**src/rtl/runner_pipe_pkg.sv**
```systemverilog
// rtl/runner_pipe_pkg.sv - shared types and width helper for the elastic delay pipe
package runner_pipe_pkg;

    typedef logic valid_t;
    typedef logic ready_t;

    // Bits needed to hold the values 0..depth inclusive.
    function automatic int cnt_width(input int depth);
        int w;
        w = 1;
        while ((1 << w) < (depth + 1)) begin
            w++;
        end
        return w;
    endfunction

endpackage

```
**src/rtl/runner_elastic_pipe_if.sv**
```systemverilog
// rtl/runner_elastic_pipe_if.sv - handshake, flush and occupancy bundle of the elastic pipe
interface runner_elastic_pipe_if
    import runner_pipe_pkg::*;
#(
    parameter int WIDTH = 8,
    parameter int DEPTH = 4
);
    localparam int CNT_W = cnt_width(DEPTH);

    logic             flush;
    valid_t           in_valid;
    ready_t           in_ready;
    logic [WIDTH-1:0] in_data;
    valid_t           out_valid;
    ready_t           out_ready;
    logic [WIDTH-1:0] out_data;
    logic [CNT_W-1:0] count;

    modport master (
        output flush, in_valid, in_data, out_ready,
        input  in_ready, out_valid, out_data, count
    );

    modport slave (
        input  flush, in_valid, in_data, out_ready,
        output in_ready, out_valid, out_data, count
    );

endinterface

```
**src/rtl/runner_pipe_stage.sv**
```systemverilog
// rtl/runner_pipe_stage.sv - one valid+data register of the elastic pipe
module runner_pipe_stage #(
    parameter int WIDTH = 8
) (
    input  logic             clk,
    input  logic             reset,
    input  logic             flush_i,
    input  logic             load_i,
    input  logic             up_valid_i,
    input  logic [WIDTH-1:0] up_data_i,
    output logic             valid_o,
    output logic [WIDTH-1:0] data_o
);
    logic             v_q;
    logic [WIDTH-1:0] d_q;

    // Data is only captured alongside a valid item; bubbles leave stale data in place.
    always_ff @(posedge clk or posedge reset) begin
        if (reset) begin
            v_q <= 1'b0;
            d_q <= '0;
        end else if (flush_i) begin
            v_q <= 1'b0;
        end else if (load_i) begin
            v_q <= up_valid_i;
            if (up_valid_i) begin
                d_q <= up_data_i;
            end
        end
    end

    assign valid_o = v_q;
    assign data_o  = d_q;

endmodule

```
**src/rtl/runner_elastic_pipe.sv**
```systemverilog
// rtl/runner_elastic_pipe.sv - DEPTH-stage elastic delay line with collapsing bubbles and flush
module runner_elastic_pipe
    import runner_pipe_pkg::*;
#(
    parameter int WIDTH = 8,
    parameter int DEPTH = 4
) (
    input  logic                  clk,
    input  logic                  reset,
    runner_elastic_pipe_if.slave  pipe
);
    localparam int CNT_W = cnt_width(DEPTH);

    logic [DEPTH-1:0] v;
    logic [DEPTH-1:0] load;
    logic [DEPTH-1:0] up_v;
    logic [DEPTH-1:0] v_d;
    logic [WIDTH-1:0] d    [DEPTH];
    logic [WIDTH-1:0] up_d [DEPTH];
    logic [CNT_W-1:0] count_q;
    logic [CNT_W-1:0] count_d;

    // A stage may load when it is empty or its item moves on this cycle.
    always_comb begin
        load = '0;
        load[DEPTH-1] = ~v[DEPTH-1] | pipe.out_ready;
        for (int i = DEPTH - 2; i >= 0; i--) begin
            load[i] = ~v[i] | load[i+1];
        end
    end

    assign up_v[0] = pipe.in_valid;
    assign up_d[0] = pipe.in_data;

    for (genvar g = 1; g < DEPTH; g++) begin : g_link
        assign up_v[g] = v[g-1];
        assign up_d[g] = d[g-1];
    end

    for (genvar g = 0; g < DEPTH; g++) begin : g_stage
        runner_pipe_stage #(.WIDTH(WIDTH)) u_stage (
            .clk        (clk),
            .reset      (reset),
            .flush_i    (pipe.flush),
            .load_i     (load[g]),
            .up_valid_i (up_v[g]),
            .up_data_i  (up_d[g]),
            .valid_o    (v[g]),
            .data_o     (d[g])
        );
    end

    // Occupancy is the popcount of the valid bits the stages will hold after this edge.
    always_comb begin
        v_d     = '0;
        count_d = '0;
        for (int i = 0; i < DEPTH; i++) begin
            v_d[i]  = pipe.flush ? 1'b0 : (load[i] ? up_v[i] : v[i]);
            count_d = count_d + CNT_W'(v_d[i]);
        end
    end

    always_ff @(posedge clk or posedge reset) begin
        if (reset) begin
            count_q <= '0;
        end else begin
            count_q <= count_d;
        end
    end

    assign pipe.in_ready  = load[0] & ~pipe.flush;
    assign pipe.out_valid = v[DEPTH-1] & ~pipe.flush;
    assign pipe.out_data  = d[DEPTH-1];
    assign pipe.count     = count_q;

endmodule

```
**src/flat_wrapper.sv**
```systemverilog
// flat-port wrapper written by rule: the top's interface ports become plain ports
module runner_elastic_pipe_flat import runner_pipe_pkg::*;
#(
    parameter int WIDTH = 8,
    parameter int DEPTH = 4
)
  (clk, reset, pipe_flush, pipe_in_valid, pipe_in_data, pipe_out_ready, pipe_in_ready, pipe_out_valid, pipe_out_data, pipe_count);
  runner_elastic_pipe_if #(.WIDTH(WIDTH), .DEPTH(DEPTH)) pipe_i ();
  input  logic clk;
  input  logic reset;
  input wire logic [$bits(pipe_i.flush)-1:0] pipe_flush;
  input wire logic [$bits(pipe_i.in_valid)-1:0] pipe_in_valid;
  input wire logic [$bits(pipe_i.in_data)-1:0] pipe_in_data;
  input wire logic [$bits(pipe_i.out_ready)-1:0] pipe_out_ready;
  output wire logic [$bits(pipe_i.in_ready)-1:0] pipe_in_ready;
  output wire logic [$bits(pipe_i.out_valid)-1:0] pipe_out_valid;
  output wire logic [$bits(pipe_i.out_data)-1:0] pipe_out_data;
  output wire logic [$bits(pipe_i.count)-1:0] pipe_count;
  assign pipe_i.flush = pipe_flush;
  assign pipe_i.in_valid = pipe_in_valid;
  assign pipe_i.in_data = pipe_in_data;
  assign pipe_i.out_ready = pipe_out_ready;
  assign pipe_in_ready = pipe_i.in_ready;
  assign pipe_out_valid = pipe_i.out_valid;
  assign pipe_out_data = pipe_i.out_data;
  assign pipe_count = pipe_i.count;
  runner_elastic_pipe #(.WIDTH(WIDTH), .DEPTH(DEPTH)) u_core (.clk(clk), .reset(reset), .pipe(pipe_i));
endmodule
```
**config.mk**
```make
export PLATFORM = sky130hd
export DESIGN_NAME = runner_elastic_pipe_flat
export DESIGN_NICKNAME = d
export VERILOG_FILES = /design/src/rtl/runner_pipe_pkg.sv /design/src/rtl/runner_elastic_pipe_if.sv /design/src/rtl/runner_pipe_stage.sv /design/src/rtl/runner_elastic_pipe.sv /design/src/flat_wrapper.sv
export SDC_FILE = /design/constraint.sdc
export NUM_CORES = 1
export LEC_CHECK = 0
export CAP_MARGIN = 10
export CORE_MARGIN = 8
export CORE_UTILIZATION = 40
export DETAILED_ROUTE_END_ITERATION = 8
export GPL_TIMING_DRIVEN = 0
export HOLD_SLACK_MARGIN = 0.06
export PLACE_DENSITY = 0.75
export SETUP_SLACK_MARGIN = 0.4
export SYNTH_ARGS = -nofsm -noshare
export SYNTH_HDL_FRONTEND = slang
export SYNTH_HIERARCHICAL = 1
export SYNTH_SLANG_ARGS = --single-unit
```
**constraint.sdc**
```tcl
create_clock -name clk -period 3.2 [get_ports clk]
set_clock_uncertainty 0.15 [all_clocks]
set_input_delay 0.64 -clock clk [delete_from_list [all_inputs] [get_ports clk]]
set_output_delay 0.64 -clock clk [all_outputs]
set_load 0.02 [all_outputs]
```
After elaboration in Yosys (flattened, before gate mapping)
Cells that the tools add are included.
- bitwise operators: 11
- reductions and logical operators: 4
- multiplexer cells: 8
- add/sub/neg operators: 3
- operators by type and width (operator ; number):
    3-bit AND reduction ; 4
    1-bit 2-to-1 mux ; 8
    3-bit by 1-bit adder with 3-bit output ; 2
    1-bit NOT ; 5
    1-bit OR ; 4
    1-bit by 1-bit adder with 2-bit output ; 1
    1-bit AND ; 2
- bits of input ports: 13
- bits in registers: 39
- word-level logic and storage cells: 35
- output and inout bits: 13

Longest topological paths before layout
- depth in word-level cells: 10
- gate-level depth with buffers: 6
- depth with buffers taken out: 6

By module
The synthesis kept the hierarchy.
- modules (own cells, without submodules) (module ; cells each ; sequential area each (um^2) ; area each (um^2) ; instances):
    runner_pipe_stage ; 21 ; 225.2 ; 352.8 ; 4
    runner_elastic_pipe ; 22 ; 75.1 ; 207.7 ; 1

Worst setup path before layout
OpenSTA, ideal clock, no wires.
- path kind: input to register
- start point: in pipe_out_ready
- end point: reg u_core.count_q[1] (netlist: u_core/pipe.count[1])
- stages: 5
- required time: 2924 ps
- arrival: 2200 ps
- library setup time: 126 ps
- setup slack: 724 ps
- path buffers: 0
- cells stage by stage: nand3b_1 -> o41ai_1 -> fa_1 -> ha_1 -> ha_1
- word-level cells in the longest chain between the ends: 9
- elaborated cells on any way between the ends: 15
- those cells by class: add/sub (3); mux (8); bitwise (4)
- ends and longest elaborated chain (item ; RTL line ; source):
    from (decl) ; flat_wrapper.sv:14 ; input wire logic [$bits(pipe_i.out_ready)-1:0] pipe_out_ready;
    1-bit OR * ; runner_elastic_pipe.sv:26 ; load[DEPTH-1] = ~v[DEPTH-1] | pipe.out_ready;
    1-bit OR (3 in a row) ; runner_elastic_pipe.sv:28 ; load[i] = ~v[i] | load[i+1];
    1-bit 2-to-1 mux (2 in a row) ; - ;
    1-bit by 1-bit adder with 2-bit output ; runner_elastic_pipe.sv:59 ; count_d = count_d + CNT_W'(v_d[i]);
    3-bit by 1-bit adder with 3-bit output ; runner_elastic_pipe.sv:59 ;
    3-bit by 1-bit adder with 3-bit output * ; runner_elastic_pipe.sv:59 ;
    via u_core.count_d[1] ; runner_elastic_pipe.sv:21 ; logic [CNT_W-1:0] count_d;
    to (signal assigned) ; runner_elastic_pipe.sv:67 ; count_q <= count_d;
    to (decl) ; runner_elastic_pipe.sv:20 ; logic [CNT_W-1:0] count_q;
Mark *: on every way through the listed nets, which the timed path passes. The rest lies on a longest branch.
A chain may end at the register's enable or synchronous reset.

Worst setup path after layout
- start point: in pipe_out_ready
- end point: out pipe_in_ready
- word-level cells in the longest chain between the ends: 5
- ends and longest elaborated chain (item ; RTL line ; source):
    1-bit OR ; runner_elastic_pipe.sv:26 ;
    1-bit OR (3 in a row) ; runner_elastic_pipe.sv:28 ;
    1-bit AND ; runner_elastic_pipe.sv:71 ; assign pipe.in_ready = load[0] & ~pipe.flush;
    to (decl) ; flat_wrapper.sv:15 ; output wire logic [$bits(pipe_i.in_ready)-1:0] pipe_in_ready;
No other way between the ends.

==> results_dict.tcl <==
set metrics [dict create \
    cp_data_arrival_time_ns 1.86 \
    drt_iter0_drc 14 \
    numPortBuffers 25 \
    holdPathEnd "u_core/g_stage[2].u_stage/data_o[0]" \
    die-width_um 79.6 \
    synth-seq-area-share 0.603 \
    diodes 0 \
    critPathSlowestCell "clkdlybuf4s50_1" \
    worstMarginPinSlew_ns 0.498 \
    hold_violations 0 \
    rsz0062_at_grt "no" \
    drive_gt1_frac 0.331 \
    path_clk_slew_ns 0.07 \
    total_power_mw 1.40 \
    syn-cell-area_um2 1620 \
    multiInputGateArea_um2 617 \
    cts_buffers 5 \
    irDropWorstVdd_uv 327 \
    cp.required_ns 2.41 \
    finalSetupTns_ns 0 \
    track_usage 0.0915 \
    fmax_ghz 0.377 \
    slowest_delay_ns 0.49 \
    p_per_area_nw_per_um2 681 \
    mostFrequentLayoutCell "dfrtp_1" \
    cp_top_family "buffers and inverters" \
    grt_max_degree 16 \
    via_per_inst 4.73 \
    whs_ns 0.357 \
    cts_tree "built" \
    crit_fanout 3 \
    regArea_um2 976 \
    hold_buffers 0 \
    syn2layout_area_growth_pct 26.9 \
    hp-start "u_core/g_stage[2].u_stage/data_o[0]" \
    status "finished, final reports clean" \
    r2r_slack_ns 0.92 \
    cp.buffers_inverters 2 \
    wl_per_cell_um 13.9 \
    layout_common_cells "dfrtp_1 (39), mux2_2 (32), clkdlybuf4s50_1 (23), inv_1 (8), clkbuf_8 (6)" \
    cts.sinks 39 \
    critPathKind "input pin to primary output" \
    synth.area.top_cells "dfrtp_1 (60%), mux2_2 (22%), nand3b_4 (4.9%), mux2i_1 (2.5%), inv_1 (1.9%)" \
    yosysWarnings 6 \
    ys_types 16 \
    routabilityCongestion 0.786 \
    die_area_um2 6340 \
    synth_top_area_frac 0.603 \
    synth_nets 122 \
    leakage_nw 0.958 \
    drtPass1Iterations 4 \
    h-tree-depth 2 \
    rr_endpoint "u_core/pipe.count[1]" \
    maxSlewHeadroom 0.668 \
    die_y_um 79.6 \
    core_um2 3940 \
    synth_top_cell_by_area "dfrtp_1" \
    clockBufferDepth 2 \
    avgSynthCellArea_um2 15.3 \
    critPathLaunchType "input pin" \
    nets 154 \
    setup_viol 0 \
    period_needed_ns 2.65 \
    dp_hpwl_um 2130 \
    cts_root_buffer "clkbuf_8" \
    std_cell_rows 23 \
    netlist_instances 106 \
    antenna_left 0 \
    wl_um 2620 \
    hold_path_depth 1 \
    antenna_found_initial 0 \
    nFillCells 331 \
    start_util 0.411 \
    post-cts-setup-buffers 0 \
    cap_violations 0 \
    period_share 0.829 \
    grt_overflow 0 \
    crit_chain "clkdlybuf4s50_1, and4b_1, a21oi_1, dlygate4sd2_1" \
    ys_ff_latch 39 \
    grt_pass1_wl_um 4480 \
    grt_pass1_vias 954 \
    slew_viol_final 0 \
    clock_latency_ns 0.29 \
    hp-class "register to register" \
    io_pins 26 \
    reg2reg_depth 5 \
    vias 894 \
    rr_startpoint "u_core/g_stage[2].u_stage/valid_o" \
    critPathCaptureType "primary output" \
    drc 0 \
]
synthesized netlist by cell type:
cell type  number
o41ai_1         1
nand3b_4        4
nand2_1         1
nor2b_1         1
dfrtp_1        39
inv_2           1
nand3b_1        1
a21oi_1         4
and4b_1         1
fa_1            1
mux2i_1         4
nor2_1          4
mux2_2         32
inv_1           8
ha_1            2
nand2b_1        2
sequential cells by signal, summed over array words and instances (netlist names):
signal and cells:
u_core/g_stage.u_stage/data_o 32, u_core/g_stage.u_stage/valid_o 4, u_core/pipe.count 3
how the worst max path moves through the flow:
stage / from / to / slack [ns] / cells after the start
6_report: pipe_out_ready / pipe_in_ready / 0.55 / 4
3_3_place_gp: pipe_flush / u_core/pipe.count[1] / 0.13 / 5
5_1_grt: pipe_flush / pipe_out_valid / 0.49 / 3
4_1_cts: pipe_out_ready / u_core/pipe.count[1] / 0.45 / 6
3_5_place_dp: pipe_flush / u_core/pipe.count[1] / 0.08 / 5
2_1_floorplan: pipe_out_ready / u_core/pipe.count[1] / 0.72 / 5
cells by family (layout without fill, tap and decap cells):
family          count (synthesis)  after routing  synth area share
buf+inv                         9             42            0.0209
compound gates                  5              5            0.0178
flops                          39             39             0.603
fa+ha+maj                       3              3            0.0278
simple gates                   14             14            0.0835
mux                            36             36             0.247
area by class of cell:
cell class / instances / area share
tap: 50 / 0.0305
inverter: 9 / 0.0164
timing repair buffer: 25 / 0.121
sequential: 39 / 0.475
multi-input combinational: 58 / 0.300
clock inverter: 2 / 0.0171
clock buffer: 6 / 0.0402
metal layers:
metal / track usage / wire (um) / vias up
li1: - / - / 434
met1: 0.0908 / 1060 / 437
met2: 0.156 / 1370 / 19
met3: 0.0405 / 155 / 4
met4: 0.0500 / 38 / 0
met5: 0 / 0 / -
per-stage QoR:
step,cell area [um2],cells,utilization,setup slack [ns]
final,2050,189,0.521,0.546
after global routing,2050,189,0.521,0.487
after CTS,2050,189,0.519,0.452
after detailed placement,1930,181,0.490,0.0788
after global placement,1930,181,0.490,0.134
after floorplan,1620,106,-,0.724
repair_timing:
| action | in CTS | in global routing |
|---|---|---|
| pin swaps | 0 | 0 |
| endpoints found under the setup margin | 3 | 1 |
| resized for setup | 2 | 1 |
power by group:
| group | switching [mW] | internal [mW] |
|---|---|---|
| Combinational | 0.121 | 0.179 |
| Clock | 0.159 | 0.252 |
| Sequential | 0.0686 | 0.620 |
(Power assumes the default switching activity.)
==> variant 1, RTL diff (config.mk and constraints unchanged) <==
`DEPTH` is set to 4 in 3 places; all go to 2.
--- a/src/rtl/runner_elastic_pipe_if.sv
+++ b/src/rtl/runner_elastic_pipe_if.sv
@@ -4,5 +4,5 @@
 #(
     parameter int WIDTH = 8,
-    parameter int DEPTH = 4
+    parameter int DEPTH = 2
 );
     localparam int CNT_W = cnt_width(DEPTH);
--- a/src/rtl/runner_elastic_pipe.sv
+++ b/src/rtl/runner_elastic_pipe.sv
@@ -4,5 +4,5 @@
 #(
     parameter int WIDTH = 8,
-    parameter int DEPTH = 4
+    parameter int DEPTH = 2
 ) (
     input  logic                  clk,
--- a/src/flat_wrapper.sv
+++ b/src/flat_wrapper.sv
@@ -3,5 +3,5 @@
 #(
     parameter int WIDTH = 8,
-    parameter int DEPTH = 4
+    parameter int DEPTH = 2
 )
   (clk, reset, pipe_flush, pipe_in_valid, pipe_in_data, pipe_out_ready, pipe_in_ready, pipe_out_valid, pipe_out_data, pipe_count);
Interface: changed (resized pipe_count); port bits go from 26 to 25. The function was not compared with the original's and may differ.
==> variant 1 against the original RTL <==
Sequential cell count down 19. Global-route usage down 0.076 points. Worst setup slack better by 0.11 ns. Routed wire length down 41%. Clock power down 66%. First-iteration DRC count down 71%. Synthesized area down 48%. Cell area down 44%. Total power down 53%. Largest cell class unchanged.
==> variant 1: results (changes against the original RTL) <==
Sequential fraction of the synthesis area = 59.9% (was 60.3%)
Post-synthesis adder-cell area fraction = 1.50% (was 2.78%)
Share of cells above drive strength 1 = 30.5% (was 33.1%)
Post-synth top cells = 20 x dfrtp_1, 16 x mux2_2, 5 x inv_1 (was 39 x dfrtp_1, 32 x mux2_2, 8 x inv_1)
Syn nets = 68 (was 122)
M1 WL = 713 µm (was 1060 µm)
Hpwl dp = 1180 µm (was 2130 µm)
Final GP Congestion = 0.747 (was 0.786)
CP Max Fanout = 4 (was 3)
Port Buffers = 24 (was 25)
Iter 0 DRT Violations = 4 (was 14)
Layout Nets = 97 (was 154)
Slew margin rel. = 74.8% (was 66.8%)
Met1 Use GR = 10.8% (was 9.08%)
Post-route insts no fill = 109 (was 189)
Flip-flop count of the largest register after layout = 16 (was 32)
Post-Route WL = 1540 µm (was 2620 µm)
Dpl cell area = 1110 µm² (was 1930 µm²)
Hold EP = u_core/g_stage[0].u_stage/data_o[0] (was u_core/g_stage[2].u_stage/data_o[0])
P_leak = 0.000546 µW (was 0.000958 µW)
Synth cell types = 10 (was 16)
Top post-synthesis cells by area = dfrtp_1 60%, mux2_2 22%, nand3b_4 7.2% (was dfrtp_1 60%, mux2_2 22%, nand3b_4 4.9%)
Met3 WL = 69 µm (was 155 µm)
Reg clk slew, reported paths = 0.10 ns (was 0.07 ns)
Met3 global-route usage = 2.26% (was 4.05%)
P&R area growth vs syn = 37.3% (was 26.9%)
Peak supply drop = 0.353 mV (was 0.327 mV)
Run status = finished, final reports clean (unchanged)
R2R Setup Slk = 1.76 ns (was 0.92 ns)
Met2 usage = 14.2% (was 15.6%)
Routed wl met2 = 745 µm (was 1370 µm)
Pre-antenna DRT Iters = 2 (was 4)
R2R Path End = u_core/g_stage[0].u_stage/data_o[6] (was u_core/pipe.count[1])
Root Driver = clkbuf_4 (was clkbuf_8)
DR vias = 506 (was 894)
[variant 1: cell types whose count changed after synthesis, sizes merged, moves of 2 or more]
| cell | before | now |
|---|---|---|
| a21oi | 4 | 2 |
| nand3b | 5 | 3 |
| dfrtp | 39 | 20 |
| mux2 | 32 | 16 |
| inv | 9 | 5 |
| mux2i | 4 | 2 |
| nor2 | 4 | 2 |
[variant 1: logic make-up after synthesis]
group / count (synthesis)
DFF: 20
adders and majority gates: 1
and+or+nand+nor: 8
muxes: 18
buffers and inverters: 5
AOI/OAI and AO/OA: 2
[variant 1: power by group]
part           switching [µW]  leakage [µW]  internal (µW)  total [µW]
sequential               24.3      0.000242            301         325
combinational            82.0      0.000283            108         190
clock                    71.0     0.0000210           69.3         140
[variant 1: layout make-up]
| type | count | area share [%] |
|---|---|---|
| flip-flops and latches | 20 | 43.6 |
| multi-input cells | 29 | 27.6 |
| well taps | 27 | 2.94 |
| clock buffers | 4 | 3.16 |
| repair buffers | 24 | 21.0 |
| inverters | 5 | 1.64 |
==> variant 2, RTL diff (same flow settings) <==
Made on the original files. Make the reset (`reset`) synchronous in 2 clocked blocks.
--- a/src/rtl/runner_pipe_stage.sv
+++ b/src/rtl/runner_pipe_stage.sv
@@ -16,5 +16,5 @@
 
     // Data is only captured alongside a valid item; bubbles leave stale data in place.
-    always_ff @(posedge clk or posedge reset) begin
+    always_ff @(posedge clk) begin
         if (reset) begin
             v_q <= 1'b0;
--- a/src/rtl/runner_elastic_pipe.sv
+++ b/src/rtl/runner_elastic_pipe.sv
@@ -61,5 +61,5 @@
     end
 
-    always_ff @(posedge clk or posedge reset) begin
+    always_ff @(posedge clk) begin
         if (reset) begin
             count_q <= '0;
Function: differs if reset is asserted again (counterexample within 4 cycles, from zero or initial values and one cycle with reset high); with reset held inactive, the same outputs for 10 cycles.
==> variant 2 against the original RTL <==
Cell count rose by 39%. Critical path depth is 1 lower. Synthesized area is 12% higher. Routed wire length increased by 18%. Register-to-register slack lost 0.04 ns. Worst setup slack better by 0.049 ns. Cell area rose by 11%. Sequential cell count did not move. Sequential share of layout area fell by 13 points. First-iteration DRC count rose to 4.8 times the old value. Maximum frequency is 1.9% higher. Critical endpoint is now pipe_out_valid. Highest routed layer unchanged.
Power is not compared: it rests on default switching activity, and its combinational part moved more than twofold at a synthesized area within 25%.
==> variant 2: results (changes against the original RTL) <==
Iter 0 DRT Violations = 67 (was 14)
Async SR Flop Fraction = 0% (was 100%)
Number of placed instances, taps included = 253 (was 181)
# fillers = 415 (was 331)
Multi-In Gates = 125 (was 58)
Share of cells above drive strength 1 = 7.14% (was 33.1%)
Clock buffer count = 6 (unchanged)
Sequential fraction of the synthesis area = 43.0% (was 60.3%)
Slew @ Worst Pin = 0.930 ns (was 0.498 ns)
Total GRT Usage = 9.32% (was 9.15%)
Post-place setup slack = 0.0454 ns (was 0.0788 ns)
Buffering overhead = 14.0% (was 12.1%)
CP Max Fanout = 15 (was 3)
Layout Nets = 225 (was 154)
Global-route wire length before repair = 5440 µm (was 4480 µm)
Post-Syn Area per Cell = 10.3 µm² (was 15.3 µm²)
Clock buf/inv share = 5.84% (was 5.72%)
Core outline area = 4350 µm² (was 3940 µm²)
Largest net degree at the start of global routing = 36 (was 16)
Multi-input combinational cell area = 960 µm² (was 617 µm²)
Syn nets = 192 (was 122)
Non-Clock Buffer Count = 34 (was 25)
Post-route insts no fill = 262 (was 189)
Main synth FF type = dfxtp_1 (was dfrtp_1)
Drt wl/cell = 11.8 µm (was 13.9 µm)
Largest stage delay, worst path = 0.61 ns (was 0.49 ns)
Worst Path Arrival = 1.82 ns (was 1.86 ns)
DR vias/cell = 4.65 (was 4.73)
Top post-synthesis cells by area = dfxtp_1 43%, nand2b_1 23%, mux2i_1 20% (was dfrtp_1 60%, mux2_2 22%, nand3b_4 4.9%)
FFs & Latches = 39 (unchanged)
Hpwl dp = 2080 µm (was 2130 µm)
Synthesis warning total = 6 (unchanged)
Dpl cell area = 2130 µm² (was 1930 µm²)
Vias in the first global route = 1184 (was 954)
Synth cell types = 18 (was 16)
Run status = finished, final reports clean (unchanged)
P_leak = 0.000820 µW
Initial antenna violation count = 0 (unchanged)
Post-synth top cells = 66 x nand2b_1, 39 x dfxtp_1, 36 x mux2i_1 (was 39 x dfrtp_1, 32 x mux2_2, 8 x inv_1)
Final GP Congestion = 0.701 (was 0.786)
Nonclk inv count = 4 (was 9)
Sequential cell area share = 34.4% (was 47.5%)
## variant 2: cell types whose count changed in the layout (fill, tap and decap cells not counted), sizes merged, moves of 5 or more
cell	change
mux2i	+32
nand2b	+64
buf	+5
dfxtp	+39
mux2	-32
inv	-5
dfrtp	-39
## variant 2: repair_timing
| action | 4_1_cts | 5_1_grt |
|---|---|---|
| pin swaps | 0 | 2 |
| gates resized for setup | 2 | 1 |
| hold buffers | 0 | 0 |
| setup buffers | 0 | 1 |
| setup endpoints to repair | 3 | 1 |
| cloned | 0 | 0 |
## variant 2: path summary, 6_finish.rpt
kind / cells past startpoint / from / slack [ns] / to
setup / recovery: 3 / pipe_flush / 0.59 / pipe_out_valid
hold / removal: 2 / u_core/g_stage[3].u_stage/data_o[1] / 0.32 / u_core/g_stage[3].u_stage/data_o[1]
setup reg to reg: 6 / u_core/g_stage[2].u_stage/valid_o / 0.88 / u_core/pipe.count[1]
hold reg to reg: 2 / u_core/g_stage[3].u_stage/data_o[1] / 0.32 / u_core/g_stage[3].u_stage/data_o[1]
## variant 2: where the power goes
group / switching, µW / leakage [µW] / total (µW) / internal, µW
combinational: 29.2 / 0.000439 / 70.9 / 41.7
clock: 167 / 0.0000654 / 479 / 312
sequential: 4.16 / 0.000316 / 497 / 493
## variant 2: cell families after synthesis
logic type / count (synthesis) / synth area share (%)
buf+inv: 12 / 4.13
mux: 36 / 19.8
simple gates: 81 / 28.3
fa+ha+maj: 3 / 2.48
flops: 39 / 43.0
compound gates: 5 / 2.21
## variant 2: metal layers
metal / up-vias / track usage (%) / part of all wire, %
met1: 538 / 11.0 / 49
met4: 0 / 5.75 / 2.6
met2: 28 / 13.6 / 43
met5: - / 0 / 0
li1: 643 / - / -
met3: 9 / 4.00 / 5.3
